**src/rtl/sprite_blitter.sv**
```systemverilog
// sprite_blitter
// Copies one sprite from an external sprite RAM onto the VGA frame buffer at a
// given screen position. Transparent pixels are dropped. Pixels that fall
// off-screen are clipped and never wrap back onto the screen.
//
// Ports
//   clk, resetn            : clock (rising edge), asynchronous active-low reset
//   start                  : blit request, sampled only in IDLE
//   pos_x/pos_y            : screen position of the sprite's top-left corner
//   size_x/size_y          : sprite size in pixels
//   spr_x/spr_y            : sprite-RAM read address (registered)
//   spr_color              : sprite-RAM data, one cycle behind spr_x/spr_y
//   vga_x/vga_y/vga_color  : frame-buffer write address/data (registered)
//   vga_plot               : frame-buffer write enable
//   busy                   : high from the cycle after accept through DONE
//   done                   : one-cycle completion pulse
//   dbg_state              : current FSM state (IDLE=0, SCAN=1, FLUSH=2, DONE=3)
//
// Request handshake: a request is taken when start=1 is seen at a rising edge
// while the FSM is in IDLE. The fields pos_*/size_* are captured on that same
// edge. A start seen in any other state is dropped, not queued. busy=0 marks
// the cycles in which a request can be taken.
module sprite_blitter #(
  parameter int             WIDTH_X           = 8,
  parameter int             WIDTH_Y           = 7,
  parameter int             SCREEN_X          = 160,
  parameter int             SCREEN_Y          = 120,
  parameter int             SPRITE_WX         = 4,
  parameter int             SPRITE_WY         = 4,
  parameter logic [2:0]     TRANSPARENT_COLOR = 3'b101
) (
  input  logic                 clk,
  input  logic                 resetn,
  input  logic                 start,
  input  logic [WIDTH_X-1:0]   pos_x,
  input  logic [WIDTH_Y-1:0]   pos_y,
  input  logic [SPRITE_WX-1:0] size_x,
  input  logic [SPRITE_WY-1:0] size_y,
  output logic [SPRITE_WX-1:0] spr_x,
  output logic [SPRITE_WY-1:0] spr_y,
  input  logic [2:0]           spr_color,
  output logic [WIDTH_X-1:0]   vga_x,
  output logic [WIDTH_Y-1:0]   vga_y,
  output logic [2:0]           vga_color,
  output logic                 vga_plot,
  output logic                 busy,
  output logic                 done,
  output logic [1:0]           dbg_state
);

  typedef enum logic [1:0] {
    S_IDLE  = 2'd0,
    S_SCAN  = 2'd1,
    S_FLUSH = 2'd2,
    S_DONE  = 2'd3
  } state_t;

  localparam logic [SPRITE_WX-1:0] ONE_X   = 1;
  localparam logic [SPRITE_WY-1:0] ONE_Y   = 1;
  localparam int                   XPAD    = WIDTH_X + 1 - SPRITE_WX;
  localparam int                   YPAD    = WIDTH_Y + 1 - SPRITE_WY;
  localparam logic [WIDTH_X:0]     X_LIMIT = (WIDTH_X+1)'(SCREEN_X);
  localparam logic [WIDTH_Y:0]     Y_LIMIT = (WIDTH_Y+1)'(SCREEN_Y);

  // Control state and captured request
  state_t                 state_q, state_d;
  logic [WIDTH_X-1:0]     pos_x_q, pos_x_d;
  logic [WIDTH_Y-1:0]     pos_y_q, pos_y_d;
  logic [SPRITE_WX-1:0]   size_x_q, size_x_d;
  logic [SPRITE_WY-1:0]   size_y_q, size_y_d;
  logic [SPRITE_WX-1:0]   spr_x_q, spr_x_d;
  logic [SPRITE_WY-1:0]   spr_y_q, spr_y_d;

  // Stage 1: the address presented last cycle, aligned with spr_color
  logic                   s1_valid_q, s1_valid_d;
  logic [SPRITE_WX-1:0]   s1_sx_q, s1_sx_d;
  logic [SPRITE_WY-1:0]   s1_sy_q, s1_sy_d;

  // Stage 2: frame-buffer write registers
  logic [WIDTH_X-1:0]     vga_x_q, vga_x_d;
  logic [WIDTH_Y-1:0]     vga_y_q, vga_y_d;
  logic [2:0]             vga_color_q, vga_color_d;
  logic                   vga_plot_q, vga_plot_d;

  logic                   x_last, y_last;
  logic [WIDTH_X:0]       sum_x;
  logic [WIDTH_Y:0]       sum_y;

  assign x_last = (spr_x_q == size_x_q - ONE_X);
  assign y_last = (spr_y_q == size_y_q - ONE_Y);

  // One extra bit on the sums means a sprite hanging off the right or bottom
  // edge shows up as out of range rather than wrapping to column/row 0.
  assign sum_x = {1'b0, pos_x_q} + {{XPAD{1'b0}}, s1_sx_q};
  assign sum_y = {1'b0, pos_y_q} + {{YPAD{1'b0}}, s1_sy_q};

  // Next-state logic for the scan FSM and its datapath
  always_comb begin
    state_d  = state_q;
    pos_x_d  = pos_x_q;
    pos_y_d  = pos_y_q;
    size_x_d = size_x_q;
    size_y_d = size_y_q;
    spr_x_d  = spr_x_q;
    spr_y_d  = spr_y_q;
    case (state_q)
      S_IDLE: begin
        if (start) begin
          pos_x_d  = pos_x;
          pos_y_d  = pos_y;
          size_x_d = size_x;
          size_y_d = size_y;
          spr_x_d  = '0;
          spr_y_d  = '0;
          if (size_x == '0 || size_y == '0) begin
            state_d = S_DONE;
          end else begin
            state_d = S_SCAN;
          end
        end
      end
      S_SCAN: begin
        if (x_last && y_last) begin
          // Final pixel: the address stays put while the pipeline drains.
          state_d = S_FLUSH;
        end else if (x_last) begin
          spr_x_d = '0;
          spr_y_d = spr_y_q + ONE_Y;
        end else begin
          spr_x_d = spr_x_q + ONE_X;
        end
      end
      S_FLUSH: state_d = S_DONE;
      S_DONE:  state_d = S_IDLE;
      default: state_d = S_IDLE;
    endcase
  end

  // Pipeline next-state logic
  always_comb begin
    s1_valid_d  = (state_q == S_SCAN);
    s1_sx_d     = spr_x_q;
    s1_sy_d     = spr_y_q;
    vga_plot_d  = s1_valid_q && (spr_color != TRANSPARENT_COLOR) &&
                  (sum_x < X_LIMIT) && (sum_y < Y_LIMIT);
    // The write registers only move on an actual write, so they hold the
    // last plotted pixel while vga_plot is low.
    vga_x_d     = vga_x_q;
    vga_y_d     = vga_y_q;
    vga_color_d = vga_color_q;
    if (vga_plot_d) begin
      vga_x_d     = sum_x[WIDTH_X-1:0];
      vga_y_d     = sum_y[WIDTH_Y-1:0];
      vga_color_d = spr_color;
    end
  end

  always_ff @(posedge clk or negedge resetn) begin
    if (!resetn) begin
      state_q     <= S_IDLE;
      pos_x_q     <= '0;
      pos_y_q     <= '0;
      size_x_q    <= '0;
      size_y_q    <= '0;
      spr_x_q     <= '0;
      spr_y_q     <= '0;
      s1_valid_q  <= 1'b0;
      s1_sx_q     <= '0;
      s1_sy_q     <= '0;
      vga_x_q     <= '0;
      vga_y_q     <= '0;
      vga_color_q <= '0;
      vga_plot_q  <= 1'b0;
    end else begin
      state_q     <= state_d;
      pos_x_q     <= pos_x_d;
      pos_y_q     <= pos_y_d;
      size_x_q    <= size_x_d;
      size_y_q    <= size_y_d;
      spr_x_q     <= spr_x_d;
      spr_y_q     <= spr_y_d;
      s1_valid_q  <= s1_valid_d;
      s1_sx_q     <= s1_sx_d;
      s1_sy_q     <= s1_sy_d;
      vga_x_q     <= vga_x_d;
      vga_y_q     <= vga_y_d;
      vga_color_q <= vga_color_d;
      vga_plot_q  <= vga_plot_d;
    end
  end

  assign spr_x     = spr_x_q;
  assign spr_y     = spr_y_q;
  assign vga_x     = vga_x_q;
  assign vga_y     = vga_y_q;
  assign vga_color = vga_color_q;
  assign vga_plot  = vga_plot_q;
  assign busy      = (state_q != S_IDLE);
  assign done      = (state_q == S_DONE);
  assign dbg_state = state_q;

endmodule
```
**config.mk**
```make
export PLATFORM = sky130hd
export DESIGN_NAME = sprite_blitter
export DESIGN_NICKNAME = d
export VERILOG_FILES = /design/src/rtl/sprite_blitter.sv
export SDC_FILE = /design/constraint.sdc
export NUM_CORES = 1
export LEC_CHECK = 0
export CORE_ASPECT_RATIO = 0.7
export CORE_MARGIN = 2
export CORE_UTILIZATION = 58
export CTS_BUF_LIST = sky130_fd_sc_hd__clkbuf_8
export DETAILED_ROUTE_END_ITERATION = 7
export PLACE_DENSITY = 0.88
export SYNTH_ARGS = -nofsm -noshare
export SYNTH_HDL_FRONTEND = slang
export SYNTH_SLANG_ARGS = --single-unit
```
**constraint.sdc**
```tcl
create_clock -name clk -period 6.54 [get_ports clk]
set_input_delay 0.654 -clock clk [delete_from_list [all_inputs] [get_ports clk]]
set_output_delay 0.654 -clock clk [all_outputs]
set_load 0.02 [all_outputs]
```
# Yosys cells after proc, flatten, opt, wreduce, memory -nomap -nowiden
# Cells that the tools add are included.
[totals] latch_bits=0 ramBits=0 output_inout_bits=31 romBits=0 n_memories=0 register_bits=61 wordCells=57
[op_classes] order_cmp=2 n_addsub=6 div_mod_pow=0 n_shift=0 bitwise_logic=0 reduce_logical=14 n_eq_ne=10 mul=0 n_mux=11
[op_table] cell="2-to-1 mux 4 bit" n=5
[op_table] cell="one-hot mux 4 bit (2 select lines)" n=2
[op_table] cell="adder 8 x 4 -> 9 bit" n=1
[op_table] cell="less-than comparator 9 x 8 -> 1 bit (second input constant)" n=1
[op_table] cell="adder 4 x 1 -> 4 bit (second input constant)" n=2
[op_table] cell="adder 7 x 4 -> 8 bit" n=1
[op_table] cell="equality test 4 bit" n=2
[op_table] cell="logical NOT 4 bit" n=2
[op_table] cell="less-than comparator 8 x 7 -> 1 bit (second input constant)" n=1
[op_table] cell="one-hot mux 2 bit (4 select lines)" n=1
[op_table] cell="subtractor 4 x 1 -> 4 bit (second input constant)" n=2
[op_table] cell="2-to-1 mux 2 bit" n=3
[op_table] cell="equality test 2 bit (second input constant)" n=2
[op_table] cell="logical AND 1 bit" n=4
[op_table] cell="!= test 2 x 1 -> 1 bit (second input constant)" n=2
[op_table] cell="!= test 2 bit (second input constant)" n=2
[op_table] cell="AND reduction 2 bit" n=2
[op_table] cell="AND reduction 4 bit" n=1
[op_table] cell="nonzero test 2 bit" n=2
[op_table] cell="!= test 3 bit (second input constant)" n=1
[op_table] cell="AND reduction 3 bit" n=1
[op_table] cell="equality test 2 x 1 -> 1 bit (second input constant)" n=1
[op_table] cell="logical NOT 2 bit" n=1
[op_table] cell="logical OR 1 bit" n=1

# Depth between registers and ports, before layout
# Gate-level depths: netlist (run 1).
[logic_depth] depth_word=5 depth_mapped=11

# Least setup slack after synthesis (run 1)
# OpenSTA, ideal clock, no wires.
[synth_timing] kind="register to register" start="reg pos_y_q[0]" end="reg vga_color_q[0], in the netlist vga_color[0]" path_stages_with_launch=12 setup_time_ns=0.125 setup_slack_ns=3.947 arrival_time_ns=2.468 path_cell_list="dfrtp_1 > ha_1 > inv_1 > fa_1 > nand2b_1 > o2bb2ai_2 > mux2_4 > o311ai_2 > a21o_1 > buf_6 > buf_12 > mux2_4"
[synth_between] elab_chain_len=3
[synth_rtl] item="from (decl)" line_no="68" rtl="logic [WIDTH_Y-1:0] pos_y_q, pos_y_d;"
[synth_rtl] item="from (signal assigned)" line_no="177" rtl="pos_y_q <= pos_y_d;"
[synth_rtl] item="adder 7 x 4 -> 8 bit" line_no="95" rtl="assign sum_y = {1'b0, pos_y_q} + {{YPAD{1'b0}}, s1_sy_q};"
[synth_rtl] item="less-than comparator 8 x 7 -> 1 bit" line_no="145" rtl="(sum_x < X_LIMIT) && (sum_y < Y_LIMIT);"
[synth_rtl] item="logical AND 1 bit" line_no="145"
[synth_rtl] item="to (signal assigned)" line_no="187" rtl="vga_color_q <= vga_color_d;"
[synth_rtl] item="to (decl)" line_no="82" rtl="logic [2:0] vga_color_q, vga_color_d;"
# Every way passes these cells.
# A chain may end at the register's enable or synchronous reset.

# Worst setup path in the final report (run 1)
[layout_timing] start="in start" end="reg spr_x_q[2], in the netlist spr_x[2]"
[layout_between] elab_chain_len=2
[layout_rtl] item="from (decl)" line_no="34" rtl="input logic start,"
[layout_rtl] item="!= test 2 bit (no source line)"
[layout_rtl] item="AND reduction 3 bit (no source line)"
[layout_rtl] item="to (signal assigned)" line_no="180" rtl="spr_x_q <= spr_x_d;"
[layout_rtl] item="to (decl)" line_no="71" rtl="logic [SPRITE_WX-1:0] spr_x_q, spr_x_d;"
# Every way passes these cells.

==> results of run 1 <==
logic make-up (layout without fill, tap and decap cells):
group	after synthesis	after routing	synth area share [%]
buf+inv	27	96	4.02
fa+ha+maj	19	19	8.04
xor+xnor	21	21	6.77
flops	61	61	48.6
compound gates	39	39	8.20
simple gates	51	51	7.88
mux	45	45	16.5
cell usage in the layout, fill, tap and decap left out, types with 3 or more instances in the layout:
| cell type | synthesis | layout |
|---|---|---|
| clkdlybuf4s50_1 | 0 | 58 |
| xor2_1 | 4 | 4 |
| nand2_1 | 17 | 17 |
| o22ai_1 | 3 | 3 |
| dfrtp_1 | 61 | 61 |
| mux2_2 | 31 | 31 |
| nand3_1 | 7 | 7 |
| inv_1 | 21 | 21 |
| nor2_1 | 10 | 10 |
| o21ai_0 | 11 | 11 |
| ha_1 | 17 | 17 |
| a21oi_1 | 10 | 10 |
| clkbuf_8 | 0 | 11 |
| mux2i_1 | 8 | 8 |
| nor3_1 | 5 | 5 |
| mux2_4 | 6 | 6 |
| xnor2_1 | 15 | 15 |
worst max path at each step:
stage,from,end,cells past startpoint
floorplan,pos_y_q[0],vga_color[0],11
global placement,start,spr_x[2],6
detailed placement,start,spr_x[2],6
CTS,dbg_state[0],spr_x[2],7
global route,dbg_state[0],spr_x[2],7
finish,start,spr_x[2],6
cells in the mapped netlist (3+ instances only):
cell type	count	area (um^2)
dfrtp_1	61	1530
mux2_2	31	349
inv_1	21	78.8
ha_1	17	213
nand2_1	17	63.8
xnor2_1	15	131
o21ai_0	11	55.1
a21oi_1	10	50.1
nor2_1	10	37.5
mux2i_1	8	80.1
nand3_1	7	35.0
mux2_4	6	90.1
nor3_1	5	25.0
xor2_1	4	35.0
o22ai_1	3	18.8
per-layer routing:
metal  track usage, %  wire (um)  up-vias
met3             8.14        355        8
met4             6.16         40        0
li1                 -          -     1042
met2             38.2       2820       77
met5                0          0        -
met1             27.4       2690     1055
sequential cells by signal, indices dropped and copies added, names as in the netlist, 3 cells and up:
name and cells:
pos_x_q 8, spr_y 4, s1_sy_q 4, vga_y 7, s1_sx_q 4, vga_x 8, vga_color 3, pos_y_q 7
size_y_q 4, size_x_q 4, spr_x 4
layout make-up:
cell class	count	share of cell area, %
multi-input combinational	175	37.5
timing repair buffer	60	14.9
tap	72	2.26
inverter	21	1.98
sequential	61	38.4
clock buffer	11	3.81
clock inverter	4	1.20
power breakdown:
group          internal, W   total, W  switching, W  leakage, nW
sequential        0.000380   0.000381    0.00000103        0.772
combinational    0.0000228  0.0000399     0.0000171        0.940
clock             0.000193   0.000332      0.000139        0.101
total             0.000595   0.000752      0.000157         1.81
stage by stage:
stage          util (%)  worst slack, ns
3_5_place_dp       72.2             2.91
5_1_grt            76.1             2.97
4_1_cts            76.1             3.27
3_3_place_gp       72.2             2.99
2_1_floorplan         -             3.95
6_report           76.1             3.27
==> flow_summary.rst, run 1 <==
.. list-table::
   :header-rows: 1

   * - Metric
     - Value
   * - Crit start category
     - input pin
   * - Placed standard-cell area
     - 3780 um^2
   * - Insertion delay to the later sink of the worst-skew pair
     - 0.34 ns
   * - Path depth of the worst reg2reg path
     - 7
   * - Number of warnings reported in the yosys synthesis log
     - 0
   * - Multi-input logic area
     - 1490 um^2
   * - Area of the die
     - 6030 um^2
   * - Area taken by flip-flops and latches
     - 1530 um^2
   * - RSZ-0062 raised after global routing
     - false
   * - HP Class
     - input pin to asynchronous set/reset pin
   * - Final setup violation count
     - 0
   * - Area added between synthesis and finish
     - 26.6%
   * - Final ANT Viol Nets
     - 0
   * - Routed len/inst
     - 14.6 um
   * - Top delay family on crit path
     - compound AO/OA/AOI/OAI gates
   * - Combined area of all synthesized cells
     - 3140 um^2
   * - Kind of end point of the critical path
     - flip-flop
   * - CP peak stage delay
     - 1.04 ns
   * - Largest vdd supply drop
     - 0.183 mV
   * - Worst setup slack for register-to-register paths
     - 3.28 ns
   * - Total routed wirelength
     - 5910 um
   * - Half-perimeter wire length of the detailed placement result
     - roughly 4300 um
   * - Biggest fanout along the worst timing path
     - 24
   * - Share of the yosys chip area belonging to registers
     - 48.6%
   * - Buf/Inv on CP
     - 1
   * - Transition time at the pin with the least slew margin
     - 1.22 ns
   * - Max Clk Rate
     - ~310 MHz
   * - Number of standard-cell rows in the floorplan
     - 22
   * - Average footprint of a synthesized cell
     - 12.0 um^2
   * - Capture instance of the worst register-to-register path
     - spr_x[2]
   * - EDFF count, synth
     - 0
   * - Fill cell instance count of the final layout
     - about 370
   * - #FFs+latches synth
     - approximately 60
   * - Antenna violations before repair
     - 0
   * - Max-slew headroom at the worst pin
     - 17.8%
   * - Reg clk slew, reported paths
     - 0.07 ns
   * - Pwr Total
     - 0.000752 W
   * - Fin. max-slew vios
     - 0
   * - Total setup buffers inserted after CTS
     - 0
   * - DRC violations left
     - 0
   * - Cell seen most often among critical-path stages
     - a22o_1
   * - Status
     - finished, final reports clean
   * - Data arrival time of the critical path
     - 3.50 ns
   * - GRT Residual Overflow
     - 0
   * - Portion of the clock cycle consumed by the worst path in the final layout
     - 50.0%
   * - Leakage power total
     - 1.81 nW
   * - Worst r2r src
     - dbg_state[0]
   * - Endpoints failing hold
     - 0
   * - CTS HTree Levels
     - 3
   * - Resize count post-CTS
     - 0
   * - I/O pins
     - 60
   * - Library cell used as clock root buffer
     - clkbuf_8
   * - Fraction of final layout cells sized beyond drive strength 1
     - 17.2%
   * - Type of the setup path with the least slack
     - input pin to flip-flop
   * - Hold Buf Count CTS
     - 0
   * - Maximum number of pins on one net before global-route repair
     - 62
   * - Max cap viols
     - 0
   * - Hold WS
     - around 0.47 ns
   * - Clock skew
     - between 0.008 and 0.009 ns
   * - Diodes inserted
     - 0
   * - Iteration-0 DRC count of the detailed router
     - 92
   * - Synth cell types
     - 43
   * - Clock tree from TritonCTS
     - built
   * - Avg Vias per Cell
     - roughly 5.4
   * - Number of buffers added by the clock tree synthesis step
     - 9
   * - First-pass GRT wire length
     - around 10000 um
   * - Count of buffers from port buffering
     - 59
   * - CTS sink cnt
     - between 60 and 70
   * - Commonest register cell after synthesis
     - dfrtp_1
   * - Power density of the placed cells
     - 189 nW/um^2
   * - Placer's final routability congestion estimate
     - 0.791
   * - Min Clock Period, post-route
     - roughly 3.3 ns
   * - Accumulated negative setup slack
     - 0 ns
   * - Total vias in the final route
     - between 2000 and 2500
   * - Synthesized net count
     - 311
   * - Gr usage total
     - between 20% and 30%
   * - Share of synthesized flip-flops with an asynchronous set or reset
     - 100%
   * - Net total in the final layout
     - roughly 380
   * - Critical path required time
     - 6.77 ns
   * - Placed Cells
     - roughly 390
   * - Starting utilization of the core area
     - 60.1%
   * - Non-filler cells, final
     - 404
   * - Buffers from clock root to sink, at most
     - 2
   * - Non-Filler Cell Area, Final
     - between 3000 and 4000 um^2
   * - Number of global-route vias before repair
     - between 2000 and 2500
   * - Die W
     - 92.0 um
   * - Post-synthesis cell count
     - between 200 and 300
   * - Chain of cells forming the critical path
     - clkdlybuf4s50_1 -> nand2_1 -> a21boi_0 -> nor2_1 -> a22o_1 -> a22o_1
   * - Drt pass-1 iters
     - 4
   * - Die boundary height
     - 65.6 um
   * - Slowest CP cell
     - a21boi_0
   * - Floorplan core area
     - 5230 um^2
Power figures use the tool's default switching activity.
==> run 2: changes to the inputs <==
- CORE_UTILIZATION: 58 -> 49
- PLACE_DENSITY: 0.88 -> 0.79
- clock period: 6.54 -> 2.7 ns (I/O delays scaled with it)
==> flow_summary.rst, run 2 (synthesized netlist as in run 1, its figures left out) <==
.. list-table::
   :header-rows: 1

   * - Metric
     - Value
   * - Status
     - finished, final reports clean
   * - GRT Residual Overflow
     - 0 (unchanged)
   * - Type of the setup path with the least slack
     - flip-flop to flip-flop
   * - Setup crit start
     - pos_y_q[0]
   * - Diodes inserted
     - 0 (unchanged)
   * - Most used cells in the layout excluding fill and tap cells
     - 61 x dfrtp_1, 58 x clkdlybuf4s50_1, 31 x mux2_2
   * - Gr usage total
     - 19.3% (-3.2 points)
   * - Area taken by flip-flops and latches
     - 1530 um^2 (unchanged)
   * - Power density of the placed cells
     - 460 nW/um^2 (+140%)
   * - Non-filler cells, final
     - 423 (+4.7%)
   * - Clock network power share
     - 46.0% (+1.9 points)
   * - RSZ-0062 raised after global routing
     - false
   * - HP Class
     - input pin to asynchronous set/reset pin
   * - Starting utilization of the core area
     - 50.6% (-9.5 points)
   * - Area of the die
     - 7080 um^2 (+17%)
   * - I/O pins
     - 60 (unchanged)
   * - Die boundary height
     - 71.0 um (+8.3%)
   * - Kind of end point of the critical path
     - flip-flop
   * - First-pass GRT wire length
     - 10700 um (+3.3%)
   * - Power share of the sequential group
     - 48.2% (-2.4 points)
   * - Min Clock Period, post-route
     - 2.56 ns
   * - Insertion delay to the later sink of the worst-skew pair
     - 0.33 ns (about the same)
   * - Fraction of final layout cells sized beyond drive strength 1
     - 20.9% (+3.7 points)
   * - Worst setup slack for register-to-register paths
     - 0.14 ns (-3.14 ns)
   * - Data arrival time of the critical path
     - 2.78 ns (-0.72 ns)
   * - Total vias in the final route
     - 2221 (+1.8%)
   * - Half-perimeter wire length of the detailed placement result
     - 4590 um (+7.6%)
   * - Placer's final routability congestion estimate
     - 0.765 (-3.3%)
   * - Clock skew
     - 0.00724 ns (-0.000851 ns)
   * - Crit start category
     - flip-flop
   * - Fill cell instance count of the final layout
     - 476 (+27%)
   * - Transition time at the pin with the least slew margin
     - 0.610 ns (-0.612 ns)
   * - Avg Vias per Cell
     - 5.25 (-2.8%)
   * - Die W
     - 99.7 um (+8.4%)
   * - Portion of the clock cycle consumed by the worst path in the final layout
     - around 95%
   * - P_int
     - 0.00152 W (+160%)
   * - Buffers from clock root to sink, at most
     - 2 (unchanged)
   * - DRC violations left
     - 0 (unchanged)
   * - Reg clk slew, reported paths
     - 0.07 ns (about the same)
   * - Maximum number of pins on one net before global-route repair
     - 36 (-42%)
   * - Biggest fanout along the worst timing path
     - 9 (-63%)
   * - Capture instance of the worst register-to-register path
     - vga_x[4]
   * - Switching portion of total power
     - 20.5% (-0.36 points)
   * - Placed Cells
     - 401 (+3.1%)
   * - CTS HTree Levels
     - 3 (unchanged)
   * - CTS sink cnt
     - 61 (unchanged)
   * - Accumulated negative setup slack
     - 0 ns (unchanged)
   * - Total routed wirelength
     - 6370 um (+7.9%)
   * - Number of standard-cell rows in the floorplan
     - 24 (+9.1%)
   * - Fin. max-slew vios
     - 0 (unchanged)
   * - Antenna violations before repair
     - 0 (unchanged)
   * - Floorplan core area
     - 6220 um^2 (+19%)
   * - Library cell used as clock root buffer
     - clkbuf_8
   * - Area added between synthesis and finish
     - 32.4%
   * - Net total in the final layout
     - 389 (+3.5%)
   * - Iteration-0 DRC count of the detailed router
     - 63 (-32%)
   * - Drt pass-1 iters
     - 5 (+1)
   * - Final setup violation count
     - 0 (unchanged)
   * - Critical path required time
     - 2.92 ns (-3.85 ns)
   * - Endpoints failing hold
     - 0 (unchanged)
   * - Net switching power
     - 0.000391 W (+150%)
   * - Hold WS
     - 0.472 ns (+0.00487 ns)
   * - Largest vdd supply drop
     - 0.318 mV (+74%)
   * - Worst r2r src
     - pos_y_q[0]
   * - Max Clk Rate
     - 391 MHz
   * - Max cap viols
     - 0 (unchanged)
   * - Commonest non-fill, non-tap cell in the layout
     - dfrtp_1
   * - Leakage power total
     - 1.93 nW (+6.5%)
   * - Routed len/inst
     - 15.1 um (+3.0%)
   * - Path depth of the worst reg2reg path
     - 10 (+3)
   * - Clock tree from TritonCTS
     - built
   * - Count of buffers from port buffering
     - 59 (unchanged)
   * - Max-slew headroom at the worst pin
     - 59.1% (+41 points)
   * - Multi-input logic area
     - 1520 um^2 (+1.8%)
   * - Number of global-route vias before repair
     - 2245 (-2.0%)
   * - Gate power share
     - 5.8% (+0.5 points)
   * - Number of buffers added by the clock tree synthesis step
     - 9 (unchanged)
   * - Final ANT Viol Nets
     - 0 (unchanged)
run 2: worst max-delay path by stage:
stage | to | slack [ns] | cells past startpoint
finish | vga_x[4] | 0.14 | 10
global route | vga_y[1] | 0.003 | 12
CTS | vga_x[4] | 0.01 | 10
detailed placement | vga_x[4] | 0.02 | 10
global placement | vga_x[5] | 0.11 | 10
floorplan | vga_color[0] | 0.11 | 11
run 2: per-layer routing:
metal	GRT usage, %	wire length (um)	up-vias
met1	26.8	3010	1090
met4	5.02	49	0
met5	0	0	-
met3	6.42	321	6
li1	-	-	1073
met2	29.6	2990	52
run 2: per-stage QoR:
step / instance area (um^2) / util (%) / setup slack, ns / power [W]
2_1_floorplan: 3140 / - / 0.107 / 0.000966
5_1_grt: 4160 / 66.9 / 0.00330 / 0.00199
4_1_cts: 4070 / 65.4 / 0.0129 / 0.00192
3_5_place_dp: 3840 / 61.8 / 0.0193 / 0.00104
6_report: 4160 / 66.9 / 0.141 / 0.00191
3_3_place_gp: 3840 / 61.8 / 0.109 / 0.00104
run 2: power by group through the flow:
stage	Combinational (W)	Sequential [W]	Clock [W]
floorplan	0.0000204	0.000945	0
global placement	0.000101	0.000939	0
detailed placement	0.000103	0.000939	0
CTS	0.000104	0.000922	0.000898
global route	0.000120	0.000922	0.000944
finish	0.000111	0.000922	0.000879
run 2: critical path, stage by stage (launching register included):
cell and delay (ns):
dfrtp_1 0.36, ha_2 0.19, inv_1 0.05, fa_2 0.34
nand2b_1 0.17, o2bb2ai_2 0.15, mux2_4 0.32, o311ai_4 0.24
a21o_4 0.16, buf_12 0.13, mux2_2 0.33
run 2: cell type report:
cell class,instances,share of cell area (%)
clock buffers,10,3.31
clock inverters,5,1.83
inverters,21,1.89
multi-input cells,175,36.5
flip-flops and latches,61,36.7
well taps,78,2.35
repair buffers,73,17.5
run 2: timing repair:
item                                    in CTS  in global routing
endpoints found under the setup margin       0                 13
endpoints found under the hold margin       37                  0
gates resized for setup                      0                  6
setup buffers                                0                  4
hold buffers                                 1                  0
